===== config.mk =====
export PLATFORM = sky130hd
export DESIGN_NAME = video_mode_sequencer_flat
export DESIGN_NICKNAME = d
export VERILOG_FILES = /design/src/rtl/video_mode_sequencer_if.sv /design/src/rtl/video_mode_sequencer.sv /design/src/flat_wrapper.sv
export SDC_FILE = /design/constraint.sdc
export NUM_CORES = 1
export LEC_CHECK = 0
export CAP_MARGIN = 20
export CORE_MARGIN = 2
export CORE_UTILIZATION = 47
export CTS_CLUSTER_SIZE = 12
export DETAILED_ROUTE_END_ITERATION = 10
export GPL_TIMING_DRIVEN = 0
export PLACE_DENSITY = 0.79
export SETUP_SLACK_MARGIN = 0.5
export SLEW_MARGIN = 20
export SYNTH_ARGS = -nofsm -noshare
export SYNTH_HDL_FRONTEND = slang
export SYNTH_SLANG_ARGS = --single-unit

===== constraint.sdc =====
create_clock -name clk_in -period 2 [get_ports clk_in]
set_input_delay 0.4 -clock clk_in [delete_from_list [all_inputs] [get_ports clk_in]]
set_output_delay 0.4 -clock clk_in [all_outputs]
set_load 0.05 [all_outputs]

===== src/rtl/video_mode_sequencer_if.sv =====
// rtl/video_mode_sequencer_if.sv - control pulses and layer-mux selects for the video mode sequencer
interface video_mode_sequencer_if;
  logic        new_frame_in;
  logic        bg_step_in;
  logic        target_step_in;
  logic        auto_toggle_in;
  logic [1:0]  bg_out;
  logic [1:0]  target_out;
  logic [23:0] crosshair_color_out;
  logic        auto_active_out;
  logic        mode_changed_out;

  // Source of the frame/button pulses, consumer of the mux selects
  modport master (
    output new_frame_in, bg_step_in, target_step_in, auto_toggle_in,
    input  bg_out, target_out, crosshair_color_out, auto_active_out, mode_changed_out
  );

  // The sequencer itself
  modport slave (
    input  new_frame_in, bg_step_in, target_step_in, auto_toggle_in,
    output bg_out, target_out, crosshair_color_out, auto_active_out, mode_changed_out
  );
endinterface


===== src/rtl/video_mode_sequencer.sv =====
// rtl/video_mode_sequencer.sv - frame-aligned bg/overlay select sequencer; optional blink via VIDEO_MODE_SEQ_BLINK_EN
module video_mode_sequencer #(
  parameter int          DWELL_FRAMES  = 60,
  parameter int          SKIP_RESERVED = 1,
  parameter int          BLINK_FRAMES  = 15,
  parameter logic [23:0] XH_COLOR_A    = 24'h00FF00,
  parameter logic [23:0] XH_COLOR_B    = 24'hFF0000
) (
  input logic             clk_in,
  input logic             rst_in,
  video_mode_sequencer_if.slave bus
);

  localparam int            FW         = (DWELL_FRAMES > 1) ? $clog2(DWELL_FRAMES) : 1;
  localparam logic [FW-1:0] DWELL_LAST = FW'(DWELL_FRAMES - 1);

  typedef enum logic {ST_MANUAL, ST_AUTO} state_t;

  state_t        state_q, state_d;
  logic [1:0]    bg_q, bg_d;
  logic [1:0]    tg_q, tg_d;
  logic [1:0]    pend_bg_q, pend_bg_d;
  logic [1:0]    pend_tg_q, pend_tg_d;
  logic [FW-1:0] frame_cnt_q, frame_cnt_d;
  logic          changed_d;
  logic          changed_q;
  logic          mode_changed_q;

  // Background select walks all four codes
  function automatic logic [1:0] bg_wrap(input logic [1:0] v);
    return v + 2'd1;
  endfunction

  // Overlay select optionally skips the reserved code 2'b11
  function automatic logic [1:0] tg_wrap(input logic [1:0] v);
    if ((SKIP_RESERVED != 0) && (v >= 2'd2)) return 2'd0;
    return v + 2'd1;
  endfunction

  // State and datapath registers; reset beats every input
  always_ff @(posedge clk_in) begin
    if (rst_in) begin
      state_q        <= ST_MANUAL;
      bg_q           <= 2'd0;
      tg_q           <= 2'd0;
      pend_bg_q      <= 2'd0;
      pend_tg_q      <= 2'd0;
      frame_cnt_q    <= '0;
      changed_q      <= 1'b0;
      mode_changed_q <= 1'b0;
    end else begin
      state_q        <= state_d;
      bg_q           <= bg_d;
      tg_q           <= tg_d;
      pend_bg_q      <= pend_bg_d;
      pend_tg_q      <= pend_tg_d;
      frame_cnt_q    <= frame_cnt_d;
      changed_q      <= changed_d;
      mode_changed_q <= changed_q;
    end
  end

  // Next-state: the frame pulse is resolved in the current state before a toggle flips it
  always_comb begin
    state_d     = state_q;
    bg_d        = bg_q;
    tg_d        = tg_q;
    pend_bg_d   = pend_bg_q;
    pend_tg_d   = pend_tg_q;
    frame_cnt_d = frame_cnt_q;
    case (state_q)
      ST_MANUAL: begin
        if (bus.bg_step_in)     pend_bg_d = bg_wrap(pend_bg_q);
        if (bus.target_step_in) pend_tg_d = tg_wrap(pend_tg_q);
        // Apply the pending values including a step landing on the frame pulse
        if (bus.new_frame_in) begin
          bg_d = pend_bg_d;
          tg_d = pend_tg_d;
        end
        if (bus.auto_toggle_in) begin
          state_d     = ST_AUTO;
          frame_cnt_d = '0;
        end
      end
      ST_AUTO: begin
        if (bus.new_frame_in) begin
          if (frame_cnt_q == DWELL_LAST) begin
            frame_cnt_d = '0;
            bg_d        = bg_wrap(bg_q);
            if (bg_q == 2'd3) tg_d = tg_wrap(tg_q);
          end else begin
            frame_cnt_d = frame_cnt_q + 1'b1;
          end
        end
        // Seed the pending selects with what is on screen so MANUAL resumes without a jump
        if (bus.auto_toggle_in) begin
          state_d     = ST_MANUAL;
          frame_cnt_d = '0;
          pend_bg_d   = bg_d;
          pend_tg_d   = tg_d;
        end
      end
      default: state_d = ST_MANUAL;
    endcase
  end

  // Flag a real change only; reloading the same selection stays silent
  always_comb begin
    changed_d = (bg_d != bg_q) || (tg_d != tg_q);
  end

  assign bus.bg_out           = bg_q;
  assign bus.target_out       = tg_q;
  assign bus.auto_active_out  = (state_q == ST_AUTO);
  assign bus.mode_changed_out = mode_changed_q;

`ifdef VIDEO_MODE_SEQ_BLINK_EN
  localparam int            BW         = (BLINK_FRAMES > 1) ? $clog2(BLINK_FRAMES) : 1;
  localparam logic [BW-1:0] BLINK_LAST = BW'(BLINK_FRAMES - 1);

  logic [BW-1:0] blink_cnt_q;
  logic          color_b_q;

  // Crosshair colour phase, swapped on the same frame edge as the select update
  always_ff @(posedge clk_in) begin
    if (rst_in) begin
      blink_cnt_q <= '0;
      color_b_q   <= 1'b0;
    end else if (bus.new_frame_in) begin
      if (blink_cnt_q == BLINK_LAST) begin
        blink_cnt_q <= '0;
        color_b_q   <= ~color_b_q;
      end else begin
        blink_cnt_q <= blink_cnt_q + 1'b1;
      end
    end
  end

  assign bus.crosshair_color_out = color_b_q ? XH_COLOR_B : XH_COLOR_A;
`else
  logic unused_cfg;
  assign unused_cfg = ^{XH_COLOR_B, 32'(BLINK_FRAMES)};

  assign bus.crosshair_color_out = XH_COLOR_A;
`endif

endmodule


===== src/flat_wrapper.sv =====
// flat-port wrapper written by rule: the top's interface ports become plain ports
module video_mode_sequencer_flat 
#(
  parameter int          DWELL_FRAMES  = 60,
  parameter int          SKIP_RESERVED = 1,
  parameter int          BLINK_FRAMES  = 15,
  parameter logic [23:0] XH_COLOR_A    = 24'h00FF00,
  parameter logic [23:0] XH_COLOR_B    = 24'hFF0000
)
  (clk_in, rst_in, bus_new_frame_in, bus_bg_step_in, bus_target_step_in, bus_auto_toggle_in, bus_bg_out, bus_target_out, bus_crosshair_color_out, bus_auto_active_out, bus_mode_changed_out);
  video_mode_sequencer_if bus_i ();
  input logic clk_in;
  input logic rst_in;
  input wire logic [$bits(bus_i.new_frame_in)-1:0] bus_new_frame_in;
  input wire logic [$bits(bus_i.bg_step_in)-1:0] bus_bg_step_in;
  input wire logic [$bits(bus_i.target_step_in)-1:0] bus_target_step_in;
  input wire logic [$bits(bus_i.auto_toggle_in)-1:0] bus_auto_toggle_in;
  output wire logic [$bits(bus_i.bg_out)-1:0] bus_bg_out;
  output wire logic [$bits(bus_i.target_out)-1:0] bus_target_out;
  output wire logic [$bits(bus_i.crosshair_color_out)-1:0] bus_crosshair_color_out;
  output wire logic [$bits(bus_i.auto_active_out)-1:0] bus_auto_active_out;
  output wire logic [$bits(bus_i.mode_changed_out)-1:0] bus_mode_changed_out;
  assign bus_i.new_frame_in = bus_new_frame_in;
  assign bus_i.bg_step_in = bus_bg_step_in;
  assign bus_i.target_step_in = bus_target_step_in;
  assign bus_i.auto_toggle_in = bus_auto_toggle_in;
  assign bus_bg_out = bus_i.bg_out;
  assign bus_target_out = bus_i.target_out;
  assign bus_crosshair_color_out = bus_i.crosshair_color_out;
  assign bus_auto_active_out = bus_i.auto_active_out;
  assign bus_mode_changed_out = bus_i.mode_changed_out;
  video_mode_sequencer #(.DWELL_FRAMES(DWELL_FRAMES), .SKIP_RESERVED(SKIP_RESERVED), .BLINK_FRAMES(BLINK_FRAMES), .XH_COLOR_A(XH_COLOR_A), .XH_COLOR_B(XH_COLOR_B)) u_core (.clk_in(clk_in), .rst_in(rst_in), .bus(bus_i));
endmodule

### Word-level counts from Yosys, hierarchy flattened

Index checks and enable logic that the tools add are counted.
W data, S select, Z words.

* output and inout port bits: 30
* flip-flop bits (word level): 17

* add/sub/neg operators: 5
* order comparisons: 2
* reductions and logical operators: 2
* bitwise logic cells: 1
* multiplexer cells: 35
* equal/unequal tests: 7

Operators with widths (number)
* $mux W2: 15
* $mux W6: 4
* $pmux W2 S2: 4
* $pmux W6 S2: 1
* $mux W1: 10
* $add A2 B1 Y2 const B: 4
* $add A6 B1 Y6 const B: 1
* $eq A6 B6 Y1 const B: 1
* $ge A2 B2 Y1 const B: 2
* $ne A2 B2 Y1: 2
* $ne A2 B2 Y1 const B: 2
* $ne A3 B3 Y1 const B: 1
* $eq A2 B2 Y1 const B: 1
* $pmux W1 S2: 1
* $reduce_and A2 Y1: 1
* $logic_or A1 B1 Y1: 1
* $not A1 Y1: 1

### Longest topological paths before layout

* depth in word-level cells: 13
* gate-level depth with buffers: 6
* depth with buffers taken out: 5

### Least setup slack after synthesis

No wires, ideal clock.

* path kind: flip-flop to flip-flop
* from: reg u_core.bg_q[0], in the netlist u_core.bus.bg_out[0]
* to: reg u_core.pend_tg_q[0]
* slack: 0.155 ns
* buffers on the path: 0
* arrival time: 1.772 ns
* clock period less this slack: 1.845 ns
* stages on the path, launching flop included: 6
* data required time: 1.927 ns
* path through: dfxtp_1 ha_1 nand4_1 or4_4 and2_1 o22ai_2

* longest elaborated chain between the ends: 6

RTL lines
* start, declared: line video_mode_sequencer.sv:20 `logic [1:0] bg_q, bg_d;`
* start signal, assigned: line video_mode_sequencer.sv:53 `bg_q <= bg_d;`
* $eq A2 B2 Y1: line video_mode_sequencer.sv:90 `if (bg_q == 2'd3) tg_d = tg_wrap(tg_q);`
* $mux W2: line video_mode_sequencer.sv:90
* $mux W2: line video_mode_sequencer.sv:87 `if (frame_cnt_q == DWELL_LAST) begin`
* $mux W2: line video_mode_sequencer.sv:86 `if (bus.new_frame_in) begin`
* $mux W2: line video_mode_sequencer.sv:96 `if (bus.auto_toggle_in) begin`
* $pmux W2 S2: line video_mode_sequencer.sv:71 `case (state_q)`
* end signal, assigned: line video_mode_sequencer.sv:56 `pend_tg_q <= pend_tg_d;`
* end, declared: line video_mode_sequencer.sv:23 `logic [1:0] pend_tg_q, pend_tg_d;`

Every way passes these cells. The select of a mux whose other input is x is not followed.
A chain may end at the register's enable or synchronous reset.

### Worst setup path after layout

* from: in bus_auto_toggle_in
* to: reg u_core.pend_tg_q[1]

* longest elaborated chain between the ends: 1

RTL lines
* start, declared: line flat_wrapper.sv:17 `input wire logic [$bits(bus_i.auto_toggle_in)-1:0] bus_auto_toggle_in;`
* $ne A2 B2 Y1 (no line)

Every way passes these cells.

==> metrics.md <==
| Metric | Value |
|---|---|
| Drt pass-1 iters | `4` |
| GRT overflow | `0` |
| Synth cell count leaders | `26 x buf_4, 17 x dfxtp_1, 11 x a21oi_1` |
| Setup violations, final | `0` |
| Dpl hpwl | `around 1900 um` |
| Setup TNS | `0 ns` |
| Pwr dens | `around 600 nW/um2` |
| Pint | `~0.58 mW` |
| Fin Clk Skew | `roughly 0.0040 ns` |
| Clock Pin Slew Worst Setup and Hold Paths | `around 0.10 ns` |
| Status | `completed` |
| Maximum clock rate | `670 MHz` |
| Main area contributors after synthesis | `dfxtp_1 27%, buf_4 15%, a21oi_1 4.3%` |
| Routed length per instance | `around 12 um` |
| All-Layer GR Usage | `16.9%` |
| Htree depth | `1` |
| Root Driver | `clkbuf_4` |
| Final hold vios | `0` |
| Syn_area_per_cell | `8.14 um2` |
| Area growth, synth to finish | `26.6%` |
| Vias in the first global route | `around 1000` |
| Nets@finish | `204` |
| Fin area | `between 1500 and 2000 um2` |
| Die Area | `roughly 3100 um2` |
| Initial DRC Count | `31` |
| Layout cells sized above 1 | `around a third` |
| Main synth FF type | `dfxtp_1` |
| Post-synthesis sequential area ratio | `between 20 and 30%` |
| Worst vdd ir | `~0.00047 V` |
| CTS tree | `done` |
| Largest net degree at the start of global routing | `11` |
| Fill count | `between 200 and 250` |
| Number of flops mapped to enable cells by yosys | `0` |
| Ports | `36` |
| WS Path Type | `in -> reg` |
| Sequential share of power | `40.1%` |
| Starting Density | `about half` |
| Unrepaired setup endpoints after global routing | `yes` |
| Die width | `roughly 56 um` |
| Core area | `around 2500 um2` |
| Vias | `roughly 1100` |
| Area post-placement | `~1500 um2` |
| Routability cong. | `just over 0.8` |
| Library cells used by synthesis | `between 40 and 50` |
| First-pass GRT wire length | `around 4300 um` |
| Crit path launch type | `primary input` |
| Antenna cells | `0` |
| Type of element capturing the critical path | `flop` |
| Floorplan row count | `18` |
| Critical Path Fanout Max | `7` |
| Drt total wl | `~2600 um` |
| TritonCTS Buffers | `3` |
| Net Sw Power | `just under 0.4 mW` |
| Routed Antenna Nets | `0` |
| Leakage Power | `between 0.7 and 0.8 nW` |
| Synthesis Warnings | `0` |
| Fin Hold WS | `between 0.4 and 0.5 ns` |
| Clk Latency, worst-skew pair | `approximately 0.3 ns` |
| Die span in y | `between 50 and 60 um` |
| Synth area leader | `dfxtp_1` |
| Via density per instance | `between 5 and 6` |
| Post-route DRC | `0` |
| Worst EP required | `2.23 ns` |
| Sink Count | `17` |
| Switching share of power | `40.5%` |
| Initial antenna violation count | `0` |
| Max Slew Vio Count | `0` |
| Mapped Area | `1270 um2` |
| Clock network power share | `19.7%` |
| Fin crit period | `1.49 ns` |
| Max Root-Sink Buffers | `2` |
| Most common cell in the synthesized netlist | `buf_4` |
| Hold crit path type | `in -> reg` |
| # Max-Cap Violations | `0` |
| Final period utilization | `between 70% and 80%` |
| Cells after Synth | `about 160` |
| I/O Buffers | `9` |
| Arr. time, crit path | `around 1.7 ns` |
| Synth async-reset ratio | `0%` |
| Synth Register Bits | `17` |
| Area fraction of the dominant cell type after synthesis | `approximately 27%` |
| Combinational cell fraction of total power | `between 40% and 50%` |
-- metal layers --
layer	global-route usage [%]	vias to the layer above	routed length, um
met2	29.1	24	1280
met4	8.84	0	65
met1	20.7	531	1200
met5	0	-	0
li1	-	587	-
met3	1.63	7	90
-- timing repair --
| action | in CTS | in global routing |
|---|---|---|
| setup buffers | 2 | 1 |
| pin swaps | 1 | 3 |
| endpoints found under the setup margin | 13 | 10 |
| gates resized for setup | 24 | 15 |
| endpoints found under the hold margin | 0 | 0 |
| hold buffers | 0 | 0 |
-- power groups by stage --
stage	clock [mW]	combinational, mW	sequential (mW)
after floorplan	0	0.270	0.430
after global placement	0	0.359	0.395
after detailed placement	0	0.366	0.397
after CTS	0.200	0.374	0.386
after global routing	0.216	0.416	0.392
final	0.191	0.388	0.388
-- path summary, 6_finish.rpt --
check / start / end / slack [ns] / depth (start not counted)
worst max-delay path: bus_auto_toggle_in / u_core.pend_tg_q[1]$_SDFFE_PP0P_ / 0.51 / 5
worst min-delay path: bus_new_frame_in / u_core.bus.bg_out[1]$_SDFF_PP0_ / 0.41 / 2
worst max register to register: u_core.frame_cnt_q[1]$_SDFFE_PP0P_ / u_core.pend_tg_q[0]$_SDFFE_PP0P_ / 0.54 / 5
worst min register to register: u_core.changed_q$_SDFF_PP0_ / u_core.bus.mode_changed_out$_SDFF_PP0_ / 0.45 / 1
-- critical path, cell delays in order --
cell and delay (ns):
clkdlybuf4s50_1 0.48, inv_1 0.07, ha_4 0.18, or3_4 0.43, o22ai_2 0.17
-- final cells by class --
cell class	instances	area, um2	area share (%)
Buffer	32	225	14.0
Clock buffer	3	22.5	1.40
Clock inverter	1	5.00	0.311
Inverter	4	15.0	0.934
Multi-Input combinational cell	125	841	52.3
Sequential cell	17	354	22.0
Tap cell	30	37.5	2.33
Timing Repair Buffer	12	108	6.69
-- sequential cells by signal, indices dropped and copies added, names as in the netlist --
signal / count
u_core.frame_cnt_q: 6
u_core.bus.bg_out: 2
u_core.bus.target_out: 2
u_core.pend_bg_q: 2
u_core.pend_tg_q: 2
u_core.bus.auto_active_out: 1
u_core.bus.mode_changed_out: 1
u_core.changed_q: 1
-- kinds of logic after synthesis --
kind of cell | synth area share, %
AO/OA/AOI/OAI | 21.4
buffers and inverters | 18.6
AND/OR/NAND/NOR | 22.5
flip-flops | 26.8
multiplexers | 2.36
XOR/XNOR | 4.83
other | 0.591
adder cells (fa/ha/maj) | 2.96
-- per-stage QoR --
| step | power (mW) | setup WS [ns] | util (%) | cells |
|---|---|---|---|---|
| 3_5_place_dp | 0.764 | 0.0809 | 59.1 | 217 |
| 6_report | 0.967 | 0.507 | 63.7 | 224 |
| 4_1_cts | 0.960 | 0.383 | 62.0 | 223 |
| 2_1_floorplan | 0.700 | 0.501 | - | 178 |
| 3_3_place_gp | 0.754 | 0.101 | 59.1 | 217 |
| 5_1_grt | 1.02 | 0.472 | 63.7 | 224 |
-- cells in the final DEF (no fill, tap or decap), types with 2 or more instances in the layout --
cell and n:
clkdlybuf4s15_2 4, and2_1 2, conb_1 24, buf_4 29
buf_2 4, nand2_1 10, mux2i_1 3, clkbuf_4 4
o21ai_0 7, ha_4 2, inv_1 4, dfxtp_1 10
xor2_1 3, nor3_1 3, or3_1 3, nand3_1 3
dfxtp_2 5, o211ai_1 2, nor2b_1 2, nor2_1 4
xnor2_1 4, nand2b_1 4, o21bai_1 2, a211oi_1 2
o22ai_1 2, clkdlybuf4s50_1 3, o22ai_2 3, a21o_1 2
dfxtp_4 2, a21oi_1 11
No activity file was read; power rests on OpenSTA's default activity.
